File: src/rtl/alu_flag_consumer_pkg.sv
// Shared definitions for the ALU flag consumer: opcodes, condition codes, FSM states, flag payload.
package alu_flag_consumer_pkg;

  localparam int unsigned OP_W          = 3;
  localparam int unsigned CC_W          = 3;
  localparam int unsigned FLAG_W        = 4;
  localparam int unsigned CNT_W_DEFAULT = 4;

  localparam logic [OP_W-1:0] OP_ADD = 3'b000;
  localparam logic [OP_W-1:0] OP_SUB = 3'b001;
  localparam logic [OP_W-1:0] OP_MUL = 3'b101;
  localparam logic [OP_W-1:0] OP_DIV = 3'b110;

  // Bit k set means opcode k is arithmetic and updates N, C and V.
  localparam logic [7:0] ARITH_MASK_DEFAULT = 8'b0110_0011;

  typedef enum logic [CC_W-1:0] {
    CC_ALWAYS = 3'b000,
    CC_EQ     = 3'b001,
    CC_NE     = 3'b010,
    CC_MI     = 3'b011,
    CC_PL     = 3'b100,
    CC_CS     = 3'b101,
    CC_VS     = 3'b110,
    CC_LT     = 3'b111
  } cc_e;

  typedef enum logic [1:0] {
    ST_IDLE = 2'b00,
    ST_EVAL = 2'b01,
    ST_RESP = 2'b10
  } state_e;

  // Packed so that the bus view is {N,Z,C,V} with N in the MSB.
  typedef struct packed {
    logic n;
    logic z;
    logic c;
    logic v;
  } flags_t;

endpackage

File: src/rtl/alu_cond_eval.sv
// Combinational condition evaluator: registered flags + condition code -> condition result.
module alu_cond_eval
  import alu_flag_consumer_pkg::*;
(
  input  flags_t          flags,
  input  logic [CC_W-1:0] cond_code,
  output logic            cond_true_c
);

  // Decode the condition code against the flag set.
  always_comb begin
    cond_true_c = 1'b0;
    case (cc_e'(cond_code))
      CC_ALWAYS: cond_true_c = 1'b1;
      CC_EQ:     cond_true_c = flags.z;
      CC_NE:     cond_true_c = ~flags.z;
      CC_MI:     cond_true_c = flags.n;
      CC_PL:     cond_true_c = ~flags.n;
      CC_CS:     cond_true_c = flags.c;
      CC_VS:     cond_true_c = flags.v;
      CC_LT:     cond_true_c = flags.n ^ flags.v;
      default:   cond_true_c = 1'b0;
    endcase
  end

endmodule

File: src/rtl/alu_flag_consumer.sv
// Receiving end of the ALU flag path: flag register, sticky overflow, negative counter, query FSM.
module alu_flag_consumer
  import alu_flag_consumer_pkg::*;
#(
  parameter int unsigned CNT_W      = CNT_W_DEFAULT,
  parameter logic [7:0]  ARITH_MASK = ARITH_MASK_DEFAULT
) (
  input  logic              clk,
  input  logic              rst,
  input  logic              res_valid,
  input  logic [OP_W-1:0]   op,
  input  logic              neg_in,
  input  logic              zero_in,
  input  logic              carry_in,
  input  logic              ovf_in,
  input  logic              clr_sticky,
  input  logic              cond_req,
  input  logic [CC_W-1:0]   cond_code,
  output logic [FLAG_W-1:0] flags,
  output logic              sticky_ovf,
  output logic [CNT_W-1:0]  neg_count,
  output logic              busy,
  output logic              cond_ack,
  output logic              cond_true
);

  localparam logic [CNT_W-1:0] CNT_MAX = '1;

  flags_t          flags_q;
  logic            arith_cap;
  logic            eval_c;
  state_e          state_q, state_d;
  logic [CC_W-1:0] code_q, code_d;
  logic            busy_d, ack_d, true_d;

  assign flags     = flags_q;
  assign arith_cap = res_valid & ARITH_MASK[op];

  // Flag capture: Z follows every op, N/C/V only arithmetic ops.
  always_ff @(posedge clk) begin
    if (rst) begin
      flags_q <= '0;
    end else if (res_valid) begin
      flags_q.z <= zero_in;
      if (ARITH_MASK[op]) begin
        flags_q.n <= neg_in;
        flags_q.c <= carry_in;
        flags_q.v <= ovf_in;
      end
    end
  end

  // Sticky overflow; a set in the same cycle as a clear wins.
  always_ff @(posedge clk) begin
    if (rst) begin
      sticky_ovf <= 1'b0;
    end else if (arith_cap && ovf_in) begin
      sticky_ovf <= 1'b1;
    end else if (clr_sticky) begin
      sticky_ovf <= 1'b0;
    end
  end

  // Saturating negative-result counter; clear plus increment restarts at one.
  always_ff @(posedge clk) begin
    if (rst) begin
      neg_count <= '0;
    end else if (arith_cap && neg_in) begin
      if (clr_sticky) begin
        neg_count <= CNT_W'(1);
      end else if (neg_count != CNT_MAX) begin
        neg_count <= neg_count + CNT_W'(1);
      end
    end else if (clr_sticky) begin
      neg_count <= '0;
    end
  end

  alu_cond_eval u_cond_eval (
    .flags       (flags_q),
    .cond_code   (code_q),
    .cond_true_c (eval_c)
  );

  // Query FSM next state and next registered outputs.
  always_comb begin
    state_d = state_q;
    code_d  = code_q;
    ack_d   = 1'b0;
    true_d  = 1'b0;
    case (state_q)
      ST_IDLE: begin
        if (cond_req) begin
          state_d = ST_EVAL;
          code_d  = cond_code;
        end
      end
      ST_EVAL: begin
        state_d = ST_RESP;
        ack_d   = 1'b1;
        true_d  = eval_c;
      end
      ST_RESP: state_d = ST_IDLE;
      default: state_d = ST_IDLE;
    endcase
    busy_d = (state_d != ST_IDLE);
  end

  // Query FSM state and output registers; reset aborts any query in flight.
  always_ff @(posedge clk) begin
    if (rst) begin
      state_q   <= ST_IDLE;
      code_q    <= '0;
      busy      <= 1'b0;
      cond_ack  <= 1'b0;
      cond_true <= 1'b0;
    end else begin
      state_q   <= state_d;
      code_q    <= code_d;
      busy      <= busy_d;
      cond_ack  <= ack_d;
      cond_true <= true_d;
    end
  end

endmodule

File: config.mk
export PLATFORM = sky130hd
export DESIGN_NAME = alu_flag_consumer
export DESIGN_NICKNAME = d
export VERILOG_FILES = /design/src/rtl/alu_flag_consumer_pkg.sv /design/src/rtl/alu_cond_eval.sv /design/src/rtl/alu_flag_consumer.sv
export SDC_FILE = /design/constraint.sdc
export NUM_CORES = 1
export LEC_CHECK = 0
export ABC_AREA = 1
export CORE_MARGIN = 10
export CORE_UTILIZATION = 40
export CTS_CLUSTER_DIAMETER = 200
export CTS_CLUSTER_SIZE = 25
export DETAILED_ROUTE_END_ITERATION = 16
export PLACE_DENSITY = 0.72
export SYNTH_ARGS = -nofsm -noshare
export SYNTH_HDL_FRONTEND = slang
export SYNTH_HIERARCHICAL = 1
export SYNTH_SLANG_ARGS = --single-unit
File: constraint.sdc
create_clock -name clk -period 1.5 [get_ports clk]
set_input_delay 0.45 -clock clk [delete_from_list [all_inputs] [get_ports clk]]
set_output_delay 0.45 -clock clk [all_outputs]
set_load 0.02 [all_outputs]
Word level (Yosys, flattened, before mapping)
Memory sizes are Yosys's and may differ from the RTL's.
Cells that the tools add are included.
- register bits: 17
- latch bits: 0
- memory bits (writable): 0
- bits in read-only memories: 8
- input bits: 15
- output and inout port bits: 12
- word-level logic and storage cells: 51
- memories kept: 1
- memories (memory ; depth ; width ; read ports ; clocked after Yosys merged registers in ; write ports ; line ; RTL):
    (name not given) ; 8 ; 1 ; 1 ; 0 ; 0 ; alu_flag_consumer.sv:45 ; if (ARITH_MASK[op]) begin
- add/sub/neg operators: 1
- $mul: 0
- divide/modulo/power cells: 0
- $lt $le $gt $ge: 1
- eq/ne operators: 9
- shifts and indexed selects: 0
- mux-type cells: 11
- bitwise logic cells: 5
- reduce and logical (&&, ||, !) cells: 12
- operators by type and width (kind ; count):
    $mux 4 ; 4
    $eq 3x3->1 const B ; 4
    $pmux 1 s8 ; 1
    $reduce_bool 2->1 ; 4
    $eq 3x2->1 const B ; 2
    $reduce_and 2->1 ; 3
    $add 4x1->4 const B ; 1
    $lt 3x4->1 const B ; 1
    $mux 1 ; 4
    $ne 4x4->1 const B ; 1
    $pmux 2 s2 ; 1
    $eq 3x1->1 const B ; 1
    $logic_not 3->1 ; 1
    $not 1->1 ; 3
    $eq 2x1->1 const B ; 1
    $logic_and 1x1->1 ; 2
    $logic_not 2->1 ; 1
    $mux 2 ; 1
    $reduce_or 2->1 ; 1
    $and 1x1->1 ; 1
    $xor 1x1->1 ; 1

Depth between registers and ports, before layout
Gate-level depths: netlist (run 1).
- depth in word-level cells: 6
- gate-level depth with buffers: 9

By module
Netlist (run 1), hierarchy kept.
- modules (own cells, without submodules) (module ; instances ; cells each ; area each (um2) ; seq. area each (um2)):
    alu_flag_consumer ; 1 ; 94 ; 711.9 ; 320.3
    alu_cond_eval ; 1 ; 15 ; 63.8 ; 0.0

Least setup slack after synthesis (run 1)
Ideal clock, no wire load.
- path type: reg-to-reg
- start point: register neg_count[1]
- end point: register neg_count[0]
- setup time: 113 ps
- data arrival time: 1149 ps
- required time: 1387 ps
- setup slack: 238 ps
- cell stages (with the launch flop): 9
- period minus slack after synthesis: 1262 ps
- cell sequence: dfxtp_1 -> ha_1 -> nand2_1 -> inv_1 -> nand2_1 -> nand3_2 -> nand3_1 -> nand2_1 -> nor2_1
- cells in the longest elaborated chain, start to end: 3
- RTL lines (what ; line ; RTL):
    from (decl) ; alu_flag_consumer.sv:21 ; output logic [CNT_W-1:0] neg_count,
    from (signal assigned) ; alu_flag_consumer.sv:72 ; neg_count <= neg_count + CNT_W'(1);
    $ne 4x4->1 ; alu_flag_consumer.sv:71 ; end else if (neg_count != CNT_MAX) begin
    $reduce_bool 2->1 (no source line) ; - ;
    $reduce_and 2->1 (no source line) ; - ;
Every way passes these cells.
A chain may end at the register's enable or synchronous reset.

Worst setup path after layout (run 1)
- start point: register neg_count[3]
- end point: output port neg_count[3]
No word-level cell between the ends.

==> flow_metrics.env, run 1 <==
export IMPL_finalPower_mw=0.9513
export IMPL_drc=0
export IMPL_nets=172
export IMPL_worstReg2RegStart="neg_count[0]"
export IMPL_tns_ns=0
export IMPL_syn_to_final_growth_pct=56.29
export IMPL_reg2reg_slack_ns=0.23
export IMPL_syn_avg_cell_area_um2=7.117
export IMPL_drv_cap=0
export IMPL_syn_num_nets=125
export IMPL_wire_per_inst_um=11.76
export IMPL_cp_slowest_cell="dfxtp_1"
export IMPL_pre_cts_slack_ns=-0.2469
export IMPL_cts_sinks=16
export IMPL_hold_viol=0
export IMPL_drt_wl_total_um=2116
export IMPL_fp_dieH_um=64.04
export IMPL_whs_ns=0.4596
export IMPL_setup_ws_ns=0.07501
export IMPL_gp_congestion=0.8642
export IMPL_cp_top_family="flip-flops"
export IMPL_port_buffers=26
export IMPL_post_route_period_util=0.9500
export IMPL_yosysWarnings=6
export IMPL_cts_root_buf="clkbuf_4"
export IMPL_worstPathRequired_ns=1.05
export IMPL_hold_path_depth=2
export IMPL_cts_buffers=3
export IMPL_synth_top_area_frac=0.4129
export IMPL_rsz0062_at_grt="false"
export IMPL_worst_path_buf_inv=1
export IMPL_die_area_um2=4101
export IMPL_synth_cell_types=18
export IMPL_outcome="finished clean"
export IMPL_cts_htree_levels=1
export IMPL_diodes=0
export IMPL_hold_start="sticky_ovf"
export IMPL_leakagePower_nw=0.6178
export IMPL_fill_cells=154
export IMPL_end_kind="output port"
export IMPL_pin_count=27
export IMPL_hpwlAfterDp_um=1784
export IMPL_cp_max_fo=2
export IMPL_drt_iter0_markers=25
export IMPL_rows=15
export IMPL_whs_endpoint="sticky_ovf"
export IMPL_worstMarginPinSlew_ns=0.2920
export IMPL_layout_common_cells="nand2_1, inv_1, dfxtp_1, buf_4, nor2_1"
export IMPL_clock_latency_ns=0.29
export IMPL_setup_viol=0
export IMPL_grt_pass1_vias=865
export IMPL_initial_utilization=0.4351
export IMPL_fmax_mhz=701.8
export IMPL_r2r_end="neg_count[0]"
export IMPL_power_density_nw_per_um2=784.6
export IMPL_via_per_inst=4.722
export IMPL_r2r_cells=9
export IMPL_clockBufferDepth=2
export IMPL_synth_area_um2=775.7
export IMPL_cp_arrival_ns=0.97
export IMPL_clkTransAtPathRegs_ns=0.09
export IMPL_ys_top_cells_by_area="dfxtp_1, nand2_1, inv_1, nor2_1, nand3_1"
export IMPL_final_antenna_net_count=0
export IMPL_final_common_cell="nand2_1"
export IMPL_drive_gt1_frac=0.2065
export IMPL_vias=850
export IMPL_yosys_area_top_type="dfxtp_1"
export IMPL_layout_min_cycle_time_ns=1.425
export IMPL_final_max_slew_viol_count=0
export IMPL_cts_tree="done"
export IMPL_grt_pass1_wl_um=3712
export IMPL_max_stage_delay_ns=0.34
export IMPL_ir_worst_vdd_uv=615.0
export IMPL_die_width_um=64.04
export IMPL_grt_use_total=0.1114
export IMPL_slew_headroom=0.8046
export IMPL_grt_max_degree=10
export IMPL_synth_seq_area_share=0.4129
export IMPL_grt_antenna_before_repair=0
export IMPL_core_um2=1783
export IMPL_hold_path_class="flop to flop"
export IMPL_ys_seq_elements=16
export IMPL_start_kind="flop"
export IMPL_syn_inst=109
export IMPL_fin_skew_ns=0.001089
export IMPL_final_core_util=0.6800
export IMPL_crit_chain="dlygate4sd2_1"
export IMPL_grt_overflow=0
export IMPL_path_class="flop to output port"
export IMPL_detail_route_first_pass_iterations=4
-- metal layers --
layer / GRT usage / wire length [µm]
met5: 0 / 0
met4: 0.04645 / 20
met3: 0.05923 / 160
met2: 0.2002 / 1098
met1: 0.1028 / 835
-- stage by stage --
stage          std cells  cell area, µm²
3_3_place_gp         175            1180
3_5_place_dp         175            1180
2_1_floorplan        109           775.7
5_1_grt              180            1212
6_report             180            1212
4_1_cts              179            1202
-- logic make-up after synthesis --
kind of cell,after synthesis,share of synthesized area
AO/OA/AOI/OAI,12,0.08063
buffers and inverters,19,0.09194
AND/OR/NAND/NOR,61,0.3984
flip-flops,16,0.4129
adder cells (fa/ha/maj),1,0.01613
-- cell type report --
type	instances	area, µm²	area share
flip-flops and latches	16	320.3	0.2642
well taps	25	31.28	0.02580
clock buffers	4	36.28	0.02993
multi-input cells	74	384.1	0.3168
repair buffers	42	369.1	0.3044
inverters	19	71.32	0.05882
-- synthesized netlist by cell type, drive strengths merged --
cell    number
ha           1
nand2       26
dfxtp       16
inv         19
nor3         2
o21ai        6
nand3       14
nor2        16
a21boi       1
nand4        3
a21oi        5
-- report_power, final --
group	switching (mW)	leakage, nW	internal [mW]
logic	0.100	0.466	0.0989
registers	0.0154	0.131	0.448
clock network	0.141	0.0210	0.148
total	0.257	0.618	0.695
-- worst max-delay path by stage --
stage	start	endpoint	slack (ns)	depth (start not counted)
2_1_floorplan	neg_count[1]	neg_count[0]	0.24	8
3_3_place_gp	op[2]	neg_count[0]	-0.15	8
3_5_place_dp	op[1]	neg_count[0]	-0.25	8
4_1_cts	cond_ack	cond_ack	0.02	1
5_1_grt	op[0]	neg_count[0]	0.01	9
6_report	neg_count[3]	neg_count[3]	0.08	1
-- sequential cells by signal (all words and copies together), names as in the netlist --
register and count:
neg_count 4, flags 4, code_q 3, state_q 1
cond_true 1, sticky_ovf 1, cond_ack 1, busy 1
-- what timing repair did --
action / CTS / global route
resized for setup: 13 / 5
setup endpoints to repair: 12 / 4
hold endpoints to repair: 0 / 0
buffers inserted: 0 / 1
pin swaps: 0 / 3
hold buffers: 0 / 0
No activity file was read; power rests on OpenSTA's default activity.
==> run 2, diff against run 1 <==
--- a/config.mk
+++ b/config.mk
@@ -6,12 +6,14 @@
 export NUM_CORES = 1
 export LEC_CHECK = 0
 export ABC_AREA = 1
-export CORE_MARGIN = 10
+export CAP_MARGIN = 20
+export CORE_MARGIN = 4
 export CORE_UTILIZATION = 40
 export CTS_CLUSTER_DIAMETER = 200
 export CTS_CLUSTER_SIZE = 25
 export DETAILED_ROUTE_END_ITERATION = 16
 export PLACE_DENSITY = 0.72
+export RECOVER_POWER = 100
 export SYNTH_ARGS = -nofsm -noshare
 export SYNTH_HDL_FRONTEND = slang
 export SYNTH_HIERARCHICAL = 1
==> flow_metrics.env, run 2 (synthesis gave the netlist of run 1 again) <==
export IMPL_crit_chain="clkdlybuf4s15_1"
export IMPL_final_common_cell="nand2_1"
export IMPL_pwr_share_seq=0.485
export IMPL_hold_start="state_q[0]"
export IMPL_cts_hold_buf=0
export IMPL_setup_worst_path_start="cond_ack"
export IMPL_pwr_share_comb=0.203
export IMPL_clock_latency_ns=0.30
export IMPL_fp_dieH_um=52.04
export IMPL_grt_overflow=0
export IMPL_power_density_nw_per_um2=794.0
export IMPL_clockBufferDepth=2
export IMPL_cts_sinks=16
export IMPL_fin_skew_ns=0.01042
export IMPL_worstReg2RegStart="neg_count[0]"
export IMPL_finalPower_mw=0.9547
export IMPL_fin_cells=179
export IMPL_cp_arrival_ns=1.01
export IMPL_worstMarginPinSlew_ns=0.2859
export IMPL_sw_frac_of_total=0.2739
export IMPL_cp_slowest_cell="dfxtp_1"
export IMPL_hpwlAfterDp_um=1547
export IMPL_grt_max_degree=10
export IMPL_drv_cap=0
export IMPL_max_stage_delay_ns=0.38
export IMPL_post_route_period_util=0.9728
export IMPL_core_um2=1783
export IMPL_cts_root_buf="clkbuf_4"
export IMPL_drc=0
export IMPL_path_class="flop to output port"
export IMPL_worst_path_buf_inv=1
export IMPL_hold_path_class="flop to flop"
export IMPL_grt_use_total=0.1554
export IMPL_fmax_mhz=685.3
export IMPL_grt_antenna_before_repair=0
export IMPL_clock_power_share=0.312
export IMPL_wire_per_inst_um=10.32
export IMPL_cts_htree_levels=1
export IMPL_switchingPower_mw=0.2615
export IMPL_nets=171
export IMPL_layout_min_cycle_time_ns=1.459
export IMPL_layout_common_cells="nand2_1, inv_1, dfxtp_1, nor2_1, buf_4"
export IMPL_pin_count=27
export IMPL_p_int_mw=0.6932
export IMPL_cp_max_fo=3
export IMPL_via_per_inst=4.575
export IMPL_start_kind="flop"
export IMPL_setup_viol=0
export IMPL_vias=819
export IMPL_initial_utilization=0.4351
export IMPL_design_area_um2=1202
export IMPL_gp_congestion=0.8066
export IMPL_hold_viol=0
export IMPL_grt_pass1_wl_um=3174
export IMPL_grt_pass1_vias=816
export IMPL_rsz0062_at_grt="false"
export IMPL_die_area_um2=2708
export IMPL_placed_area_um2=1180
export IMPL_syn_to_final_growth_pct=55.00
export IMPL_end_kind="output port"
export IMPL_drive_gt1_frac=0.1948
export IMPL_die_width_um=52.04
export IMPL_detail_route_first_pass_iterations=4
export IMPL_cts_tree="done"
export IMPL_final_antenna_net_count=0
export IMPL_final_max_slew_viol_count=0
export IMPL_leakagePower_nw=0.6009
export IMPL_cts_setup_buffers=0
export IMPL_drt_wl_total_um=1848
export IMPL_cp_top_family="flip-flops"
export IMPL_cts_buffers=3
export IMPL_port_buffers=26
export IMPL_diodes=0
export IMPL_placed_cells=175
export IMPL_worstPathRequired_ns=1.05
export IMPL_rows=15
export IMPL_outcome="finished clean"
export IMPL_ir_worst_vdd_uv=739.7
export IMPL_clkTransAtPathRegs_ns=0.10
export IMPL_fill_cells=163
export IMPL_drt_iter0_markers=10
export IMPL_slew_headroom=0.8087
## run 2: cell count changes in the layout (fill, tap and decap cells not counted)
cell | previous run | this run
clkdlybuf4s15_1 | 2 | 1
o21ai_0 | 5 | 6
clkbuf_4 | 3 | 4
dlygate4sd2_1 | 9 | 11
dlymetal6s2s_1 | 2 | 0
dlygate4sd3_1 | 0 | 1
clkbuf_2 | 1 | 0
buf_4 | 16 | 14
clkdlybuf4s50_1 | 12 | 13
o21ai_1 | 1 | 0
## run 2: stage by stage
stage	worst slack [ns]	TNS [ns]	hold slack, ns	util
2_1_floorplan	0.2382	0	0.4308	-
3_3_place_gp	-0.1526	-0.7546	0.4352	0.6618
3_5_place_dp	-0.2091	-1.040	0.4504	0.6618
4_1_cts	0.001297	0	0.4564	0.6737
5_1_grt	0.004603	0	0.4863	0.6744
6_report	0.04081	0	0.4490	0.6744
## run 2: per-layer routing
| layer | track usage | vias up | part of all wire |
|---|---|---|---|
| met2 | 0.2720 | 17 | 0.52 |
| met3 | 0.04011 | 2 | 0.050 |
| met5 | 0 | - | 0 |
| met1 | 0.1793 | 364 | 0.42 |
| met4 | 0.05677 | 0 | 0.011 |
| li1 | - | 436 | - |
## run 2: layout make-up
class,instances,area (µm²),share of cell area
inverters,19,71.32,0.05931
multi-input cells,74,384.1,0.3195
well taps,25,31.28,0.02601
repair buffers,41,359.1,0.2986
clock buffers,4,36.28,0.03018
flip-flops and latches,16,320.3,0.2664
## run 2: worst paths after layout
kind	slack, ns	end	cells after the start
max reg2reg	0.22	neg_count[0]	9
min reg2reg	0.45	cond_ack	2
min	0.45	cond_ack	2
max	0.04	cond_ack	1
## run 2: power by group through the flow
| stage | clock, mW | sequential (mW) | combinational (mW) |
|---|---|---|---|
| after floorplan | 0 | 0.491 | 0.0714 |
| after global placement | 0 | 0.473 | 0.202 |
| after detailed placement | 0 | 0.474 | 0.206 |
| after CTS | 0.301 | 0.464 | 0.197 |
| after global routing | 0.316 | 0.467 | 0.214 |
| final | 0.298 | 0.463 | 0.194 |
## run 2: what timing repair did
action                                  CTS  global route
endpoints found under the hold margin     0             0
endpoints found under the setup margin   12             1
resized for setup                        12             1
pin swaps                                 0             0
